===== src/rtl/pll_fb_lock_detect.sv =====
// Frequency-window PLL lock detector: counts retimed feedback edges per WIN_LEN reference cycles.
// Results appear one cycle after each window end. There is no backpressure. Optional sticky loss-of-lock is enabled by PLL_LOCK_STICKY_LOSS_EN.
module pll_fb_lock_detect #(
  parameter int WIN_LEN      = 256,
  parameter int EXP_EDGES    = 64,
  parameter int TOL          = 1,
  parameter int LOCK_WINDOWS = 4,
  parameter int CNT_W        = 9
) (
  input  logic             CP,
  input  logic             RST,
  input  logic             en,
  input  logic             fb_q,
  input  logic             clr_loss,
  output logic             retime_kln,
  output logic             locked,
  output logic             win_done,
  output logic [CNT_W-1:0] win_count,
  output logic             win_err,
  output logic             loss_sticky
);

  localparam int WC_W = $clog2(WIN_LEN);
  localparam int GC_W = $clog2(LOCK_WINDOWS + 1);
  localparam logic [CNT_W-1:0]   CNT_MAX = '1;
  localparam logic signed [CNT_W:0] EXP_S = (CNT_W+1)'(EXP_EDGES);
  localparam logic signed [CNT_W:0] TOL_S = (CNT_W+1)'(TOL);

  typedef enum logic [1:0] {IDLE, ACQUIRE, LOCKED} state_t;

  state_t                  state, state_nx;
  logic                    fb_q_d;
  logic [WC_W-1:0]         wc;
  logic [CNT_W-1:0]        ec;
  logic [GC_W-1:0]         gc, gc_nx;
  logic                    fb_edge;
  logic                    counting;
  logic                    win_end;
  logic                    good;
  logic [CNT_W-1:0]        final_cnt;
  logic signed [CNT_W:0]   diff;

  assign fb_edge   = fb_q & ~fb_q_d;
  assign counting  = (state != IDLE);
  assign win_end   = counting && en && (wc == WC_W'(WIN_LEN - 1));
  // An edge on the last cycle still belongs to the window being closed.
  assign final_cnt = (fb_edge && (ec != CNT_MAX)) ? ec + 1'b1 : ec;
  assign diff      = $signed({1'b0, final_cnt}) - EXP_S;
  assign good      = (diff <= TOL_S) && (diff >= -TOL_S);

  always_comb begin
    state_nx = state;
    gc_nx    = gc;
    if (!en) begin
      state_nx = IDLE;
      gc_nx    = '0;
    end else begin
      case (state)
        IDLE: begin
          state_nx = ACQUIRE;
          gc_nx    = '0;
        end
        ACQUIRE: begin
          if (win_end) begin
            if (good) begin
              gc_nx = gc + 1'b1;
              if (gc == GC_W'(LOCK_WINDOWS - 1)) state_nx = LOCKED;
            end else begin
              gc_nx = '0;
            end
          end
        end
        LOCKED: begin
          if (win_end && !good) begin
            state_nx = ACQUIRE;
            gc_nx    = '0;
          end
        end
        default: state_nx = IDLE;
      endcase
    end
  end

  always_ff @(posedge CP or posedge RST) begin
    if (RST) begin
      state      <= IDLE;
      gc         <= '0;
      wc         <= '0;
      ec         <= '0;
      fb_q_d     <= 1'b0;
      retime_kln <= 1'b0;
      locked     <= 1'b0;
      win_done   <= 1'b0;
      win_count  <= '0;
      win_err    <= 1'b0;
    end else begin
      state      <= state_nx;
      gc         <= gc_nx;
      retime_kln <= en;
      fb_q_d     <= en & fb_q;
      locked     <= (state_nx == LOCKED);
      win_done   <= win_end;
      // wc wraps naturally because WIN_LEN is a power of two.
      if (!counting || !en) begin
        wc <= '0;
        ec <= '0;
      end else begin
        wc <= wc + 1'b1;
        ec <= win_end ? '0 : final_cnt;
      end
      if (win_end) begin
        win_count <= final_cnt;
        win_err   <= !good;
      end
    end
  end

`ifdef PLL_LOCK_STICKY_LOSS_EN
  logic sticky_set;
  assign sticky_set = (state == LOCKED) && win_end && !good;

  always_ff @(posedge CP or posedge RST) begin
    if (RST)             loss_sticky <= 1'b0;
    else if (sticky_set) loss_sticky <= 1'b1;
    else if (clr_loss)   loss_sticky <= 1'b0;
  end
`else
  logic unused_clr_loss;
  assign unused_clr_loss = clr_loss;
  assign loss_sticky     = 1'b0;
`endif

endmodule


===== config.mk =====
export PLATFORM = sky130hd
export DESIGN_NAME = pll_fb_lock_detect
export DESIGN_NICKNAME = d
export VERILOG_FILES = /design/src/rtl/pll_fb_lock_detect.sv
export SDC_FILE = /design/constraint.sdc
export NUM_CORES = 1
export LEC_CHECK = 0
export BUFFER_PORTS_ARGS = -buffer_cell sky130_fd_sc_hd__buf_4
export CAP_MARGIN = 20
export CORE_MARGIN = 2
export CORE_UTILIZATION = 57
export CTS_BUF_LIST = sky130_fd_sc_hd__clkbuf_4 sky130_fd_sc_hd__clkbuf_8 sky130_fd_sc_hd__clkbuf_16
export DETAILED_ROUTE_END_ITERATION = 8
export PLACE_DENSITY_LB_ADDON = 0.2
export REMOVE_ABC_BUFFERS = 1
export SYNTH_ARGS = -nofsm -noshare
export SYNTH_HDL_FRONTEND = slang
export SYNTH_SLANG_ARGS = --single-unit

===== constraint.sdc =====
create_clock -name CP -period 3.16 [get_ports CP]
set_input_delay 0.948 -clock CP [delete_from_list [all_inputs] [get_ports CP]]
set_output_delay 0.948 -clock CP [all_outputs]
set_load 0.01 [all_outputs]

; Word-level counts from Yosys, hierarchy flattened
; Index checks and enable logic that the tools add are counted.
[totals]
regBits = 36
output_inout_bits = 14
[classes]
order_cmp = 2
reduce_logical = 12
muxes = 15
n_addsub = 4
bitwise_logic = 3
eq_ne = 9
[op_table]
columns = op, n
row1 = 2-to-1 mux 9 bit, 3
row2 = 2-to-1 mux 3 bit, 4
row3 = "greater-or-equal comparator 10 x 1 -> 1 bit, second input constant", 1
row4 = "less-or-equal comparator 10 x 2 -> 1 bit, second input constant", 1
row5 = 2-to-1 mux 2 bit, 5
row6 = "subtractor 9 x 7 -> 10 bit, second input constant", 1
row7 = "adder 9 x 1 -> 9 bit, second input constant", 1
row8 = "!= test 9 bit, second input constant", 1
row9 = one-hot mux 3 bit (3 select lines), 1
row10 = "adder 8 x 1 -> 8 bit, second input constant", 1
row11 = "== test 8 bit, second input constant", 1
row12 = 2-to-1 mux 8 bit, 1
row13 = "!= test 3 bit, second input constant", 2
row14 = one-hot mux 2 bit (3 select lines), 1
row15 = logical AND 1 bit, 5
row16 = "== test 2 bit, second input constant", 2
row17 = "!= test 4 x 1 -> 1 bit, second input constant", 1
row18 = "adder 3 x 1 -> 3 bit, second input constant", 1
row19 = "== test 3 x 2 -> 1 bit, second input constant", 1
row20 = zero test 1 bit, 3
row21 = AND reduction 3 bit, 1
row22 = bitwise AND 1 bit, 2
row23 = "== test 2 x 1 -> 1 bit, second input constant", 1
row24 = zero test 2 bit, 1
row25 = other kinds (3), 3

; Longest topological paths before layout
[logic_depth]
ltp_word = 13
depth_mapped = 12
depth_no_buf = 11

; Least setup slack after synthesis
; No wires, ideal clock.
[synth_path]
kind = reg-to-reg
startpoint = register ec[1]
endpoint = register gc[0]
path_stages_with_launch = 12
path_slack_ns = 0.423
t_required_ns = 3.095
n_path_buf = 0
t_arrival_ns = 2.672
cell_sequence = dfrtp_1 ha_1 nand3_1 nor2_1 ha_1 nor3b_4 nand2_1 xor2_1 and4_4 o211ai_4 a211oi_2 mux2_2
[synth_between]
elab_chain_len = 10
word_cells_on_any_way = 16
classes_between = add/sub: 2 / order compare: 2 / eq/ne: 2 / mux: 5 / reduce/logical: 5
[synth_rtl]
columns = element, line_no
row1 = start: declaration, 34  ; logic [CNT_W-1:0] ec;
row2 = start signal: assignment, 109  ; ec <= win_end ? '0 : final_cnt;
row3 = branches (longest 2 deep; another with adder 9 x 1 -> 9 bit), n/a
row4 = 2-to-1 mux 9 bit *, 47  ; assign final_cnt = (fb_edge && (ec != CNT_MAX)) ? ec + 1'b1 : ec;
row5 = subtractor 9 x 7 -> 10 bit *, 48  ; assign diff = $signed({1'b0, final_cnt}) - EXP_S;
row6 = less-or-equal comparator 10 x 2 -> 1 bit or greater-or-equal comparator 10 x 1 -> 1 bit (tied branches), 49  ; assign good = (diff <= TOL_S) && (diff >= -TOL_S);
row7 = logical AND 1 bit *, 49
row8 = 2-to-1 mux 3 bit or zero test 1 bit (tied branches), "65, 74"
row9 = 2-to-1 mux 3 bit or logical AND 1 bit (tied branches), "64, 74"
row10 = one-hot mux 3 bit (3 select lines) or != test 3 bit (tied branches), n/a
row11 = 2-to-1 mux 3 bit or AND reduction 3 bit (tied branches), n/a
row12 = end signal: assignment, 98  ; gc <= gc_nx;
row13 = end: declaration, 35  ; logic [GC_W-1:0] gc, gc_nx;
; Every way passes the cells marked *. The select of a mux whose other input is x is not followed.
; A chain may end at the register's enable or synchronous reset.

; Final worst setup path
; Same ends and word-level chain as after synthesis.

==> summary.txt <==
Run status
  – Outcome: finished clean

Synthesis
  – Avg Cell Area, Syn: 10.7 sq um
  – Top-area cell type share of the netlist area: 0.508
  – Post-synthesis sequential area ratio: 0.508
  – Register bit total from synthesis: 36
  – FFs w/ async S/R, synth: 1.00
  – Top area cells in the synthesized netlist: dfrtp_1 (51%), nor2_1 (7.0%), xnor2_1 (4.0%)
  – Syn Inst Count: between 150 and 200
  – Distinct cells, synth: 46
  – Number of enable flip-flop cells after synthesis: 0
  – Netlist Area Pre-Place: 1770 sq um
  – Main synth FF type: dfrtp_1
  – Dominant cell type by area after synthesis: dfrtp_1
  – Yosys warning count: 0

Floorplanning
  – Die Span X: 59.8 microns
  – Core footprint: roughly 3000 sq um
  – Ports: 19
  – Die Y: ~60 microns
  – Initial Util: 0.590
  – Rows: 20
  – Die area: 3570 sq um

Clocking
  – TritonCTS clock tree: built
  – CTS clock-pin slew for the worst setup and hold paths: 0.10 ns
  – Post-CTS setup buffer count: 0
  – CTS buffer count: 5
  – # resized after CTS: 0
  – Clock root buffer: clkbuf_4
  – CTS Sinks: 36
  – Worst-Skew Late Latency: ~0.34 ns
  – H-tree Lvls: 2
  – Longest Clk Path Bufs: 2
  – # hold bufs at CTS: 0

Timing
  – Final WS setup: ~0.16 ns
  – Final Hold Viols: 0
  – Final Setup Violations: 0
  – Period minus WS final: 3.00 ns
  – Max Slew Vio Count: 0
  – Maximum clock rate: ~330 MHz
  – Worst Skew: about 0.013 ns
  – RSZ-0062 raised after global routing: false
  – Setup_tns: 0 ns
  – Fin Hold WS: about 0.46 ns
  – Period utilisation layout: 0.950
  – Slew headroom: 0.556
  – Worst Tran Pin Value: 0.661 ns

Cells and area
  – Nets@finish: 196
  – Syn-to-layout area delta: 12.8%
  – Layout cell share with drive strength beyond 1: 0.225
  – N_diodes: 0

Critical path
  – Most used cell, CP: ha_1
  – Critical path's largest stage delay: 0.49 ns
  – Crit. End Element: flop
  – Critical path's slowest cell: dfrtp_1
  – Crit-path max FO: 7
  – Reg-to-Reg End: gc[0]
  – Worst EP required: 3.44 ns
  – Critical path class: reg -> reg
  – Element type at the critical path start: flop
  – Cells on worst reg2reg path: 10
  – Reg-to-reg setup timing slack: approximately 0.16 ns
  – R2r startpoint: ec[1]
  – Worst path arrival time: 3.28 ns
  – Worst path cell trace: ha_1 -> nand3_1 -> nor2_1 -> ha_1 -> or3b_1 -> o41ai_2 -> and4_4 -> o211ai_4 -> a211oi_2 -> mux2_2

Power and ir drop
  – Max VDD drop: 0.302 mV
  – Total power: a little under 800 uW
  – Total power density per cell area: about 390 nW/um^2
  – Leakage power: 0.000984 uW

Global route
  – Overflow after GRT: 0
  – Vias in the first global route: 1191
  – First-pass GRT wire length: 5.36 mm
  – Antenna violations before repair: 0
  – Largest net degree at the start of global routing: 37
  – GRT Util Overall: 0.206

Worst hold path
  – Worst hold path type: reg -> reg
  – Min-Delay Endpoint: wc[0]
  – Hold_sp: wc[0]
  – WHS Path Cells: 1

Placed design
  – Worst slack at placement: 0.165 ns
  – Post-DP HPWL: 2.24 mm
  – RePlAce Congestion: 0.927
  – I/O Buffers: 16

Drt
  – Vias per cell: approximately 5.7
  – Initial DRC Count: 72
  – Vias: 1262
  – DRC violations left: 0
  – Routed length per instance: 14.2 microns
  – Antenna violation net count after detailed routing: 0
  – Final wirelength: 3.11 mm
  – DRT Pass-1 Iters: 4

Run
  – Max Cap Viol: 0
==> cell type report <==
type	instances	area (sq um)
clock buffer	8	66.3
fill	249	1000
inverter	7	26.3
multi-input combinational	115	807
sequential	36	901
tap	33	41.3
timing repair buffer	21	158
==> how the worst max path moves through the flow <==
stage,from,cells past startpoint,slack [ns],endpoint
after floorplan,ec[0],11,0.38,gc[0]
after global placement,ec[1],10,0.28,gc[0]
after detailed placement,ec[1],10,0.17,gc[0]
after CTS,ec[1],10,0.15,gc[0]
after global routing,ec[1],10,0.02,gc[0]
final,ec[1],10,0.16,gc[0]
==> kinds of logic after synthesis <==
| kind of cell | after synthesis | share of synthesized area |
|---|---|---|
| AO/OA/AOI/OAI | 27 | 0.121 |
| XOR/XNOR | 13 | 0.0685 |
| adder cells (fa/ha/maj) | 5 | 0.0353 |
| buffers and inverters | 14 | 0.0367 |
| flip-flops | 36 | 0.508 |
| multiplexers | 4 | 0.0240 |
| other | 1 | 0.00212 |
| AND/OR/NAND/NOR | 65 | 0.205 |
==> critical path, delay by kind of cell (launching register included) <==
family	cells	cell delay [ns]
AOI/OAI and AO/OA	3	0.82
DFF	1	0.49
and+or+nand+nor	4	0.92
adders and majority gates	2	0.52
muxes	1	0.20
==> registers in the layout (all words and copies together), names as in the netlist <==
register / count
retime_kln: 1
state: 2
locked: 1
wc: 8
fb_q_d: 1
ec: 9
win_count: 9
win_err: 1
win_done: 1
gc: 3
==> power by group <==
part	internal (uW)	total, uW	switching (uW)
sequential	464	468	3.26
clock	127	275	148
combinational	13.5	40.1	26.6
==> cells in the mapped netlist (3+ instances only) <==
| library cell | number |
|---|---|
| dfrtp_1 | 36 |
| xor2_1 | 4 |
| nand3_1 | 6 |
| nor3_1 | 3 |
| nand2_1 | 5 |
| nor2_1 | 33 |
| ha_1 | 5 |
| inv_1 | 7 |
| clkbuf_1 | 4 |
| a21oi_1 | 11 |
| and3_1 | 3 |
| xnor2_1 | 8 |
==> cells in the final DEF, fill, tap and decap left out, drive strengths merged, types with 2 or more instances in the layout <==
| cell type | count |
|---|---|
| dfrtp | 36 |
| nor2 | 33 |
| buf | 21 |
| a21oi | 11 |
| xnor2 | 8 |
| clkbuf | 8 |
| inv | 7 |
| nand3 | 6 |
| nand2 | 5 |
| ha | 5 |
| xor2 | 5 |
| nor3 | 4 |
| and3 | 3 |
| nand4 | 3 |
| mux2i | 2 |
| a41oi | 2 |
| a41o | 2 |
| mux2 | 2 |
| a22o | 2 |
| nand2b | 2 |
| o211ai | 2 |
==> stage by stage <==
step | area, sq um | instances | utilization
floorplan | 1730 | 158 | -
global placement | 1930 | 212 | 0.644
detailed placement | 1930 | 212 | 0.644
CTS | 2000 | 220 | 0.666
global route | 2000 | 220 | 0.666
finish | 2000 | 220 | 0.666
==> per-layer routing <==
metal | wire, microns | share of wire | vias up | global-route usage
met5 | 0 | 0 | - | 0
met4 | 58 | 0.019 | 0 | 0.0762
met3 | 116 | 0.037 | 7 | 0.0714
met2 | 1540 | 0.50 | 32 | 0.320
met1 | 1400 | 0.45 | 610 | 0.268
li1 | - | - | 613 | -
No activity file was read; power rests on OpenSTA's default activity.
